### config.mk
export PLATFORM = sky130hd
export DESIGN_NAME = jamma_joy_scanner
export DESIGN_NICKNAME = d
export VERILOG_FILES = /design/src/rtl/jamma_joy_scanner.sv
export SDC_FILE = /design/constraint.sdc
export NUM_CORES = 1
export LEC_CHECK = 0
export BUFFER_PORTS_ARGS = -buffer_cell sky130_fd_sc_hd__buf_2
export CELL_PAD_IN_SITES_DETAIL_PLACEMENT = 1
export CELL_PAD_IN_SITES_GLOBAL_PLACEMENT = 1
export CORE_MARGIN = 1.5
export CORE_UTILIZATION = 44
export CTS_CLUSTER_DIAMETER = 200
export DETAILED_ROUTE_END_ITERATION = 8
export HOLD_SLACK_MARGIN = 0.06
export PLACE_DENSITY_LB_ADDON = 0.3
export SYNTH_ARGS = -nofsm -noshare
export SYNTH_HDL_FRONTEND = slang
export SYNTH_SLANG_ARGS = --single-unit
export TNS_END_PERCENT = 5
### constraint.sdc
create_clock -name I_CLK -period 4.4 [get_ports I_CLK]
set_input_delay 1.32 -clock I_CLK [delete_from_list [all_inputs] [get_ports I_CLK]]
set_output_delay 1.32 -clock I_CLK [all_outputs]
set_load 0.01 [all_outputs]
### src/rtl/jamma_joy_scanner.sv
// Time-multiplexed JAMMA input scanner: drives the shared select line, samples
// each player's button bus in turn and debounces buttons and coins per bit.
`timescale 1ns/1ps

module jamma_joy_scanner #(
  parameter int SETTLE_CYCLES    = 4,
  parameter int DEBOUNCE_SAMPLES = 4
) (
  input  logic       I_CLK,
  input  logic       I_RESET,
  input  logic [7:0] I_JJOY,
  input  logic [1:0] I_COIN,
  input  logic [5:0] I_KEYJOY,
  output logic       O_SELECT,
  output logic [7:0] O_JOY_A,
  output logic [7:0] O_JOY_B,
  output logic [1:0] O_COIN,
  output logic       O_SCAN_TICK
);

  if (SETTLE_CYCLES < 2 || SETTLE_CYCLES > 255) begin : g_bad_settle
    $error("jamma_joy_scanner: SETTLE_CYCLES must be in 2..255");
  end
  if (DEBOUNCE_SAMPLES < 1 || DEBOUNCE_SAMPLES > 15) begin : g_bad_debounce
    $error("jamma_joy_scanner: DEBOUNCE_SAMPLES must be in 1..15");
  end

  typedef enum logic [1:0] {A_SETTLE, A_SAMPLE, B_SETTLE, B_SAMPLE} scan_state_t;

  localparam logic [7:0] SETTLE_LAST = 8'(SETTLE_CYCLES - 1);
  localparam logic [4:0] DB_TARGET   = 5'(DEBOUNCE_SAMPLES);
  localparam int         NBITS       = 18;

  logic [7:0]  jj_meta, jj_s;
  logic [1:0]  coin_meta, coin_s;
  scan_state_t state, next_state;
  logic [7:0]  cnt, cnt_next;
  logic        select_next, tick_next;
  logic        sample_a, sample_b;
  logic [NBITS-1:0] samp, en, q;
  logic [3:0]  dc [NBITS];

  // Idle (released) level is all ones, so reset the synchronizers to 1s.
  always_ff @(posedge I_CLK or posedge I_RESET) begin
    if (I_RESET) begin
      jj_meta   <= '1;
      jj_s      <= '1;
      coin_meta <= '1;
      coin_s    <= '1;
    end else begin
      jj_meta   <= I_JJOY;
      jj_s      <= jj_meta;
      coin_meta <= I_COIN;
      coin_s    <= coin_meta;
    end
  end

  always_ff @(posedge I_CLK or posedge I_RESET) begin
    if (I_RESET) begin
      state       <= A_SETTLE;
      cnt         <= '0;
      O_SELECT    <= 1'b0;
      O_SCAN_TICK <= 1'b0;
    end else begin
      state       <= next_state;
      cnt         <= cnt_next;
      O_SELECT    <= select_next;
      O_SCAN_TICK <= tick_next;
    end
  end

  always_comb begin
    next_state = state;
    cnt_next   = cnt;
    case (state)
      A_SETTLE: begin
        if (cnt == SETTLE_LAST) begin
          next_state = A_SAMPLE;
          cnt_next   = '0;
        end else begin
          cnt_next = cnt + 8'd1;
        end
      end
      A_SAMPLE: begin
        next_state = B_SETTLE;
        cnt_next   = '0;
      end
      B_SETTLE: begin
        if (cnt == SETTLE_LAST) begin
          next_state = B_SAMPLE;
          cnt_next   = '0;
        end else begin
          cnt_next = cnt + 8'd1;
        end
      end
      B_SAMPLE: begin
        next_state = A_SETTLE;
        cnt_next   = '0;
      end
      default: begin
        next_state = A_SETTLE;
        cnt_next   = '0;
      end
    endcase
  end

  // Outputs are decoded from the next state so the flops match the state.
  always_comb begin
    select_next = (next_state == B_SETTLE) || (next_state == B_SAMPLE);
    tick_next   = (next_state == B_SAMPLE);
  end

  assign sample_a = (state == A_SAMPLE);
  assign sample_b = (state == B_SAMPLE);
  assign samp     = {coin_s, jj_s, jj_s};
  assign en       = {{2{sample_a}}, {8{sample_b}}, {8{sample_a}}};

  // Bits [7:0] player A, [15:8] player B, [17:16] coins; each counts alone.
  always_ff @(posedge I_CLK or posedge I_RESET) begin
    if (I_RESET) begin
      q <= '1;
      for (int i = 0; i < NBITS; i++) dc[i] <= '0;
    end else begin
      for (int i = 0; i < NBITS; i++) begin
        if (en[i]) begin
          if (samp[i] == q[i]) begin
            dc[i] <= '0;
          end else if (({1'b0, dc[i]} + 5'd1) == DB_TARGET) begin
            q[i]  <= samp[i];
            dc[i] <= '0;
          end else begin
            dc[i] <= dc[i] + 4'd1;
          end
        end
      end
    end
  end

  assign O_JOY_A = q[7:0] & {2'b11, I_KEYJOY};
  assign O_JOY_B = q[15:8];
  assign O_COIN  = q[17:16];

endmodule

==> impl_metrics.py, run 1 <==
metrics = {
    "worst_setup_path": {
        "slowest_delay_ns": 0.15,
        "worst-path-max-fanout": 1,
        "worst_path_max_delay_cell": "and2_1",
        "worst-r2r-cell-count": 5,
        "worstReg2RegStart": "O_SELECT$_DFF_PP0_",
        "cp.required_ns": 3.08,
        "cp-end-kind": "primary output",
        "path_delay_family": "buffers and inverters",
        "cp_cell_sequence": "buf_2 -> and2_1 -> buf_2",
        "critical_path_arrival_ns": 1.70,
        "timing.critical_path.from_type": "input pin",
        "type_of_the_setup_path_with_the_least_slack": "in2out",
        "reg2reg_slack_ns": 1.97,
        "worst-path-stages": 3,
        "timing.rr.end": "dc[50]$_DFFE_PP0P_",
        "worst_setup_path_endpoint": "O_JOY_A[4]",
        "cp-startpoint": "I_KEYJOY[4]",
        "crit_path_frequent_cell": "buf_2",
        "critPathBufInv": 2,
    },
    "placed_design": {
        "io_buffers": 37,
        "gp_congestion": 0.743,
        "post_dp_cell_area_mm2": 0.00615,
        "dp.final_hpwl_um": 8110,
        "place_inst": 743,
    },
    "routing": {
        "route.antenna.remaining_nets": 0,
        "routed_via_density": 5.31,
        "wire_per_inst_um": 16.0,
        "detail_route.wirelength_um": 12400,
        "dr.first_iter.drc_count": 162,
        "vias": 4115,
        "dr_pass1_iterations": 4,
        "drcViolationCount": 0,
    },
    "floorplan": {
        "die_width_um": 119,
        "core.rowCount": 42,
        "die_h_um": 119,
        "die_footprint_mm2": 0.0141,
        "i_o_pins": 38,
        "core_region_area_mm2": 0.0131,
        "initial_core_util_pct": 44.8,
    },
    "cts": {
        "hold_bufs_inserted_after_cts": 0,
        "cts_resized": 0,
        "clock_sink_count": 121,
        "cts_setup_buffers": 0,
        "cts_buffers": 17,
        "cts_max_path_buffers": 2,
        "clock_pin_slew_reported_for_the_worst_setup_and_hold_paths_after_clock_tree_synthesis_ns": 0.05,
        "cts.htree.levels": 4,
        "cts.root.buffer_cell": "clkbuf_16",
        "clock_insertion_delay_worst_skew_ns": 0.43,
        "tritoncts_clock_tree": "yes",
    },
    "timing": {
        "final.period_utilization_pct": 68.7,
        "setup_viol": 0,
        "timing.setup.tns_ns": 0,
        "worst_slew_pin_slew_ns": 1.17,
        "achievable-frequency_ghz": 0.331,
        "slew_headroom_pct": 22.0,
        "worst_clock_skew_on_the_final_layout_ns": 0.00551,
        "final_max_slew_viol_count": 0,
        "final-hold-violation-count": 0,
        "unrepaired_setup_endpoints_after_global_routing": "no",
        "finalCriticalPeriod_ns": 3.02,
    },
    "cells_and_area": {
        "num-nets-final": 627,
        "fill_cells": 1450,
        "diodes": 0,
        "synthToLayoutAreaGrowth_pct": 15.1,
        "layout.cells.non_filler": 775,
        "final_cell_mix": "dfrtp_1, inv_1, dfstp_2",
        "multi_input_area_mm2": 0.00243,
        "design_area_mm2": 0.00677,
        "drive_above_1_share_pct": 22.4,
        "most_frequent_standard_cell_in_the_layout_excluding_fill_and_tap_cells": "dfrtp_1",
        "ff_latch_area_mm2": 0.00308,
    },
    "power_and_ir_drop": {
        "power.leakage_nw": 3.00,
        "p_seq_share_pct": 43.1,
        "netSwitchingFraction_pct": 22.6,
        "power.ir.vdd_worst_mv": 0.237,
        "cell_area_power_density_mw_per_mm2": 424,
        "share_comb_of_total_power_pct": 6.5,
        "power.net_switching_w": 0.000648,
        "clock_power_share_pct": 50.4,
        "internal_power_w": 0.00222,
    },
    "synth": {
        "yosysUniqueCellTypes": 36,
        "synth.yosys.warnings": 0,
        "synth_top_flop_cell": "dfrtp_1",
        "synth-seq-cells": 121,
        "synth_cells": 557,
        "synthArstFlopShare_pct": 100,
        "combined_area_of_all_synthesized_cells_mm2": 0.00588,
        "syn_nets": 598,
        "synthesis.area_per_instance_um2": 10.6,
        "synth_edf_count": 0,
        "ys_seq_area_share_pct": 52.3,
    },
    "global_routing": {
        "grt_util_all_layers_pct": 19.1,
        "grt_max_degree": 72,
        "grt_residual_overflow": 0,
        "vias_in_the_first_global_route": 4417,
        "grt_first_pass_wirelength_um": 21200,
        "grt_antenna_before_repair": 0,
    },
    "status": {
        "run_status": "complete, no violations",
    },
    "job": {
        "drv.max_cap_violation_count": 0,
    },
    "worst_hold_path": {
        "hp-class": "reg2reg",
    },
}
## cell type report
class | instances | area share, %
flip-flops and latches | 121 | 45.4
multi-input cells | 353 | 36.0
clock buffers | 24 | 7.41
repair buffers | 40 | 3.25
well taps | 176 | 3.25
inverters | 53 | 2.99
clock inverters | 8 | 1.70
## power groups by stage
stage	Sequential (W)	Combinational [W]	Clock, W
global placement	0.00125	0.000174	0
floorplan	0.00124	0.000140	0
detailed placement	0.00125	0.000188	0
finish	0.00124	0.000186	0.00145
global route	0.00124	0.000215	0.00153
CTS	0.00124	0.000191	0.00148
## cell families (layout without fill, tap and decap cells)
kind of cell / after synthesis / after routing / synth area share (%)
simple gates: 171 / 171 / 16.3
buf+inv: 83 / 125 / 6.42
xor+xnor: 23 / 23 / 3.55
fa+ha+maj: 23 / 23 / 4.89
compound gates: 118 / 118 / 13.1
mux: 18 / 18 / 3.45
flops: 121 / 121 / 52.3
## metrics by stage
stage | total power [W] | setup slack, ns | utilization [%] | hold slack (ns)
finish | 0.00287 | 1.38 | 51.5 | 0.355
global route | 0.00299 | 1.36 | 51.5 | 0.360
CTS | 0.00291 | 1.37 | 51.5 | 0.356
detailed placement | 0.00144 | 1.39 | 46.8 | 0.349
global placement | 0.00142 | 1.40 | 46.8 | 0.345
floorplan | 0.00138 | 1.60 | - | 0.345
## synthesized netlist by cell type (7+ instances only)
cell,n,area [µm²]
a21boi_0,15,113
a31oi_1,31,194
and3_1,18,113
buf_2,11,55.1
buf_4,14,105
dfrtp_1,83,2080
dfstp_2,38,998
ha_1,23,288
inv_1,53,199
mux2_2,18,203
nand2_1,37,139
nand2b_1,21,131
nand3_1,37,185
nand3b_1,18,135
nor2_1,7,26.3
nor3b_1,19,143
o21ai_0,27,135
o22ai_1,15,93.8
o31ai_1,17,128
xor2_1,19,166
## how the worst min path moves through the flow
stage,from,endpoint,slack [ns],cells past startpoint
2_1_floorplan,coin_meta[0]$_DFF_PP1_,coin_s[0]$_DFF_PP1_,0.35,0
3_3_place_gp,jj_meta[7]$_DFF_PP1_,jj_s[7]$_DFF_PP1_,0.35,0
3_5_place_dp,jj_meta[0]$_DFF_PP1_,jj_s[0]$_DFF_PP1_,0.35,0
4_1_cts,jj_meta[0]$_DFF_PP1_,jj_s[0]$_DFF_PP1_,0.36,0
5_1_grt,coin_meta[1]$_DFF_PP1_,coin_s[1]$_DFF_PP1_,0.36,0
6_report,jj_meta[0]$_DFF_PP1_,jj_s[0]$_DFF_PP1_,0.35,0
## worst register-to-register path, cell delays in order (launching register included)
cell and delay (ns):
dfrtp_1 0.41, inv_1 0.10, ha_2 0.96, buf_4 0.40, a21boi_0 0.26, o22ai_1 0.15
## registers in the layout, summed over array words and instances (netlist names)
name         count
dc              72
q               18
cnt              8
jj_meta          8
jj_s             8
coin_meta        2
coin_s           2
O_SCAN_TICK      1
O_SELECT         1
state            1
## metal layers
metal	routed length, µm	track usage (%)	up-vias
li1	-	-	2004
met5	0	0	-
met1	5430	22.5	2042
met4	244	7.98	0
met3	356	5.02	19
met2	6360	33.1	50
Power figures use the tool's default switching activity.
==> run 2: changes to the inputs <==
Settings changed: CORE_UTILIZATION 44 to 48.
Clock period 4.4 ns to 2.99 ns, I/O delays scaled along.
==> run 2 against run 1 <==
- via count rose by 1.3%
- hold slack hardly changed
- non-clock buffer count grew 1
==> impl_metrics.py, run 2 (same netlist as run 1, synthesis figures left out) <==
metrics = {
    "cts": {
        "tritoncts_clock_tree": "yes",
        "cts_max_path_buffers": 2,
        "cts.root.buffer_cell": "clkbuf_16",
        "cts_setup_buffers": 0,
        "hold_bufs_inserted_after_cts": 0,
        "cts_buffers": 17,
        "clock_pin_slew_reported_for_the_worst_setup_and_hold_paths_after_clock_tree_synthesis_ns": 0.05,
        "clock_insertion_delay_worst_skew_ns": 0.41,
        "clock_sink_count": 121,
        "cts_resized": 0,
        "cts.htree.levels": 4,
    },
    "worst_setup_path": {
        "worst-r2r-cell-count": 5,
        "worst-path-max-fanout": 1,
        "cp_cell_sequence": "buf_2 -> and2_1 -> buf_2",
        "timing.rr.end": "dc[0]$_DFFE_PP0P_",
        "type_of_the_setup_path_with_the_least_slack": "in2out",
        "cp-end-kind": "primary output",
        "critPathBufInv": 2,
        "worstReg2RegStart": "O_SELECT$_DFF_PP0_",
        "slowest_delay_ns": 0.14,
        "worst_path_max_delay_cell": "and2_1",
        "worst_setup_path_endpoint": "O_JOY_A[4]",
        "cp.required_ns": 2.09,
        "critical_path_arrival_ns": 1.26,
        "worst-path-stages": 3,
        "timing.critical_path.from_type": "input pin",
        "reg2reg_slack_ns": 1.16,
        "crit_path_frequent_cell": "buf_2",
        "cp-startpoint": "I_KEYJOY[4]",
        "path_delay_family": "buffers and inverters",
    },
    "global_routing": {
        "grt_antenna_before_repair": 0,
        "grt_first_pass_wirelength_um": 21300,
        "grt_max_degree": 122,
        "grt_util_all_layers_pct": 21.0,
        "grt_residual_overflow": 0,
        "vias_in_the_first_global_route": 4500,
    },
    "power_and_ir_drop": {
        "power.leakage_nw": 2.96,
        "clock_power_share_pct": 46.8,
        "p_seq_share_pct": 46.2,
        "internal_power_w": 0.00302,
        "share_comb_of_total_power_pct": 7.0,
        "power.net_switching_w": 0.000914,
        "cell_area_power_density_mw_per_mm2": 590,
        "power.ir.vdd_worst_mv": 0.458,
        "netSwitchingFraction_pct": 23.3,
        "total_power_w": 0.00393,
    },
    "job": {
        "drv.max_cap_violation_count": 0,
    },
    "status": {
        "run_status": "complete, no violations",
    },
    "floorplan": {
        "die_h_um": 114,
        "initial_core_util_pct": 49.2,
        "die_width_um": 114,
        "core.rowCount": 40,
        "die_footprint_mm2": 0.0129,
        "i_o_pins": 38,
        "core_region_area_mm2": 0.0120,
    },
    "routing": {
        "dr_pass1_iterations": 4,
        "routed_via_density": 5.58,
        "detail_route.wirelength_um": 12300,
        "vias": 4167,
        "route.antenna.remaining_nets": 0,
        "drcViolationCount": 0,
        "dr.first_iter.drc_count": 166,
        "wire_per_inst_um": 16.4,
    },
    "timing": {
        "unrepaired_setup_endpoints_after_global_routing": "no",
        "fin_worst_hold_slack_ns": 0.354,
        "setup_viol": 0,
        "achievable-frequency_ghz": 0.464,
        "finalCriticalPeriod_ns": 2.15,
        "final_max_slew_viol_count": 0,
        "final.period_utilization_pct": 72.1,
        "worst_slew_pin_slew_ns": 0.676,
        "worst_clock_skew_on_the_final_layout_ns": 0.00856,
        "final-hold-violation-count": 0,
        "timing.setup.tns_ns": 0,
        "slew_headroom_pct": 54.9,
    },
    "placed_design": {
        "dp.final_hpwl_um": 7990,
        "io_buffers": 37,
        "place_inst": 715,
        "gp_congestion": 0.748,
    },
    "cells_and_area": {
        "drive_above_1_share_pct": 21.7,
        "layout.cells.non_filler": 747,
        "registers_with_the_most_flip_flops": "dc: 72 flops, q: 18 flops",
        "final_core_utilization_pct": 55.8,
        "largest_register": "dc",
        "final_cell_mix": "dfrtp_1, inv_1, dfstp_2",
        "num-nets-final": 628,
        "diodes": 0,
        "largest_register_ffs": 72,
        "synthToLayoutAreaGrowth_pct": 13.4,
        "most_frequent_standard_cell_in_the_layout_excluding_fill_and_tap_cells": "dfrtp_1",
    },
    "worst_hold_path": {
        "hp-class": "reg2reg",
    },
}
[run 2: changes by cell type in the layout (fill, tap and decap cells not counted)]
cell	change
clkinv_2	-2
buf_12	+1
bufinv_16	-3
clkbuf_1	+5
[run 2: how the worst min path moves through the flow]
stage | startpoint | cells past startpoint | slack [ns] | endpoint
CTS | jj_meta[7]$_DFF_PP1_ | 0 | 0.36 | jj_s[7]$_DFF_PP1_
global route | jj_meta[7]$_DFF_PP1_ | 0 | 0.36 | jj_s[7]$_DFF_PP1_
floorplan | coin_meta[0]$_DFF_PP1_ | 0 | 0.35 | coin_s[0]$_DFF_PP1_
global placement | coin_meta[0]$_DFF_PP1_ | 0 | 0.35 | coin_s[0]$_DFF_PP1_
detailed placement | jj_meta[5]$_DFF_PP1_ | 0 | 0.35 | jj_s[5]$_DFF_PP1_
finish | jj_meta[7]$_DFF_PP1_ | 0 | 0.35 | jj_s[7]$_DFF_PP1_
[run 2: layout make-up]
type | instances | area, µm²
multi-input cells | 353 | 2430
well taps | 147 | 184
inverters | 53 | 203
repair buffers | 41 | 240
flip-flops and latches | 121 | 3080
clock buffers | 29 | 520
fillers | 1286 | 5290
clock inverters | 3 | 15.0
[run 2: per-layer routing]
layer / global-route usage (%) / vias up / share of wire [%]
met2: 37.8 / 46 / 54
met4: 6.92 / 0 / 0.96
met5: 0 / - / 0
met1: 24.1 / 2102 / 42
li1: - / 2004 / -
met3: 6.06 / 15 / 3.0
[run 2: per-stage QoR]
stage          worst slack (ns)  instance area, µm²
6_report                  0.836                6670
5_1_grt                   0.819                6670
4_1_cts                   0.832                6670
3_5_place_dp              0.832                6140
3_3_place_gp              0.839                6140
2_1_floorplan             0.641                5890
[run 2: worst reg2reg max path: stages (launching register included)]
cell and delay [ns]:
dfrtp_1 0.42, inv_1 0.11, ha_2 0.42, buf_12 0.30, nand2_1 0.17, o31ai_1 0.30
[run 2: power groups by stage]
stage | sequential, W | clock (W) | combinational (W)
global route | 0.00183 | 0.00195 | 0.000316
global placement | 0.00184 | 0 | 0.000254
floorplan | 0.00182 | 0 | 0.000206
detailed placement | 0.00184 | 0 | 0.000274
CTS | 0.00182 | 0.00189 | 0.000281
finish | 0.00182 | 0.00184 | 0.000274
==> run 3: changes to the inputs <==
Settings changed: ABC_AREA set to 1, CORE_UTILIZATION 48 to 42.
Clock period 2.99 ns to 1.9 ns, I/O delays scaled along.
==> run 3 against run 2 <==
- non-clock buffer count increased by 5
- sequential cell count unchanged
- via count increased by 8.4%
- critical endpoint is now O_JOY_A[2]
- largest cell class unchanged
- combinational power increased by 55%
- wire length increased by 6.6%
==> impl_metrics.py, run 3 <==
metrics = {
    "status": {
        "run_status": "complete, no violations",
    },
    "cts": {
        "cts_max_path_buffers": 2,
        "cts.root.buffer_cell": "clkbuf_16",
        "clock_pin_slew_reported_for_the_worst_setup_and_hold_paths_after_clock_tree_synthesis_ns": 0.05,
        "cts.htree.levels": 4,
        "cts_resized": 0,
        "clock_insertion_delay_worst_skew_ns": 0.42,
        "cts_buffers": 17,
        "hold_bufs_inserted_after_cts": 0,
        "tritoncts_clock_tree": "yes",
        "cts_setup_buffers": 0,
        "clock_sink_count": 121,
    },
    "worst_setup_path": {
        "cp_cell_sequence": "nand2_1 -> inv_1 -> buf_2",
        "cp-end-kind": "primary output",
        "reg2reg_slack_ns": 0.33,
        "timing.critical_path.from_type": "flip-flop",
        "critical_path_arrival_ns": 1.19,
        "type_of_the_setup_path_with_the_least_slack": "reg2out",
        "worst-path-max-fanout": 4,
        "cp.required_ns": 1.33,
        "slowest_delay_ns": 0.56,
        "worst_path_max_delay_cell": "dfstp_2",
    },
    "floorplan": {
        "i_o_pins": 38,
        "die_footprint_mm2": 0.0147,
        "core_region_area_mm2": 0.0135,
        "core.rowCount": 42,
        "die_width_um": 121,
        "initial_core_util_pct": 43.6,
        "die_h_um": 121,
    },
    "synth": {
        "synth_top_flop_cell": "dfrtp_1",
        "synthesis.area_per_instance_um2": 8.79,
        "yosysUniqueCellTypes": 24,
        "synth_largest_area_cell": "dfrtp_1",
        "yosysMostFrequentCell": "nand2_1",
        "ys_seq_area_share_pct": 52.5,
        "synth_top_cell_area_share_pct": 35.4,
        "synth.yosys.warnings": 0,
        "synthArstFlopShare_pct": 100,
        "synth_edf_count": 0,
        "synth_cells": 667,
        "post_synth_main_area_contributors": "dfrtp_1, dfstp_2, nand2_1, nand3_1, inv_1",
        "combined_area_of_all_synthesized_cells_mm2": 0.00586,
        "synth-seq-cells": 121,
        "ys_top_cells_by_count": "nand2_1, inv_1, dfrtp_1",
        "syn_nets": 708,
    },
    "placed_design": {
        "dp.final_hpwl_um": 9400,
        "io_buffers": 37,
        "gp_congestion": 0.743,
        "post_dp_cell_area_mm2": 0.00622,
    },
    "timing": {
        "finalCriticalPeriod_ns": 1.76,
        "unrepaired_setup_endpoints_after_global_routing": "no",
        "fin_worst_hold_slack_ns": 0.193,
        "final.period_utilization_pct": 92.8,
        "final-hold-violation-count": 0,
        "final_max_slew_viol_count": 0,
        "worst_clock_skew_on_the_final_layout_ns": 0.00568,
        "achievable-frequency_ghz": 0.567,
        "slew_headroom_pct": 65.2,
        "worst_slew_pin_slew_ns": 0.520,
        "setup_viol": 0,
    },
    "worst_hold_path": {
        "hp-class": "in2async",
    },
    "global_routing": {
        "grt_max_degree": 38,
        "grt_first_pass_wirelength_um": 22900,
        "grt_residual_overflow": 0,
        "vias_in_the_first_global_route": 4953,
        "grt_util_all_layers_pct": 19.9,
        "grt_antenna_before_repair": 0,
    },
    "routing": {
        "highest_layer": "met4",
        "detail_route.wirelength_um": 13100,
        "route.antenna.remaining_nets": 0,
        "vias": 4516,
        "dr.first_iter.drc_count": 165,
        "dr_pass1_iterations": 4,
        "drcViolationCount": 0,
        "routed-wl-met3_um": 434,
        "wl_met1_um": 5570,
        "dr_wl_met2_um": 6950,
        "wire_per_inst_um": 14.6,
        "routed_via_density": 5.03,
    },
    "job": {
        "drv.max_cap_violation_count": 0,
    },
    "cells_and_area": {
        "diodes": 0,
        "drive_above_1_share_pct": 16.6,
        "fill_cells": 1622,
        "design_area_mm2": 0.00678,
        "num-nets-final": 750,
        "largest_register_ffs": 72,
        "synthToLayoutAreaGrowth_pct": 15.7,
        "largest_register": "dc",
        "registers_with_the_most_flip_flops": "dc: 72 flops, q: 18 flops",
        "most_frequent_standard_cell_in_the_layout_excluding_fill_and_tap_cells": "nand2_1",
        "final_cell_mix": "nand2_1, inv_1, dfrtp_1",
    },
    "power_and_ir_drop": {
        "cell_area_power_density_mw_per_mm2": 940,
        "power.ir.vdd_worst_mv": 0.786,
        "power.leakage_nw": 3.40,
    },
}
[run 3: logic make-up (layout without fill, tap and decap cells)]
logic type	after synthesis	in the layout	synth area share, %
AO/OA/AOI/OAI	75	75	6.64
XOR/XNOR	31	31	4.63
adder cells (fa/ha/maj)	23	23	4.91
buffers and inverters	119	174	8.84
flip-flops	121	121	52.5
AND/OR/NAND/NOR	298	298	22.5
[run 3: cell type report]
type	count	area [µm²]	share of cell area (%)
Inverter	96	364	5.37
Clock inverter	10	100	1.48
Tap cell	176	220	3.25
Timing Repair Buffer	46	290	4.28
Sequential cell	121	3080	45.4
Clock buffer	22	464	6.85
Multi-Input combinational cell	427	2270	33.4
[run 3: path summary, 6_finish.rpt]
| kind | start | to | cells after the start |
|---|---|---|---|
| worst min register to register | jj_meta[0]$_DFF_PP1_ | jj_s[0]$_DFF_PP1_ | 0 |
| worst min-delay path | I_RESET | dc[59]$_DFFE_PP0P_ | 2 |
| worst max-delay path | q[2]$_DFFE_PP1P_ | O_JOY_A[2] | 3 |
| min in group I_CLK | I_JJOY[5] | jj_meta[5]$_DFF_PP1_ | 1 |
| max in group asynchronous | I_RESET | q[17]$_DFFE_PP1P_ | 3 |
| worst max register to register | O_SELECT$_DFF_PP0_ | dc[67]$_DFFE_PP0P_ | 7 |
[run 3: stage by stage]
step	TNS [ns]	util [%]	std cells	worst slack, ns	power, W
2_1_floorplan	-10.15	-	667	-0.122	0.00320
3_3_place_gp	0	46.2	866	0.453	0.00331
3_5_place_dp	0	46.2	866	0.301	0.00335
4_1_cts	0	50.4	898	0.110	0.00646
5_1_grt	0	50.4	898	0.0639	0.00665
6_report	0	50.4	898	0.137	0.00638
[run 3: routing by layer]
layer	up-vias	GRT usage, %
li1	2209	-
met1	2251	22.3
met2	45	36.7
met3	11	5.78
met4	0	5.44
met5	-	0
[run 3: worst max-delay path, delay by kind of cell, from the launching register on]
kind                   cells  cell delay [ns]
buffers and inverters      2             0.16
DFF                        1             0.56
and+or+nand+nor            1             0.06
[run 3: where the power goes]
part	switching, W	internal, W	total (W)
combinational	0.000260	0.000166	0.000426
sequential	0.000131	0.00275	0.00288
clock	0.00109	0.00198	0.00307
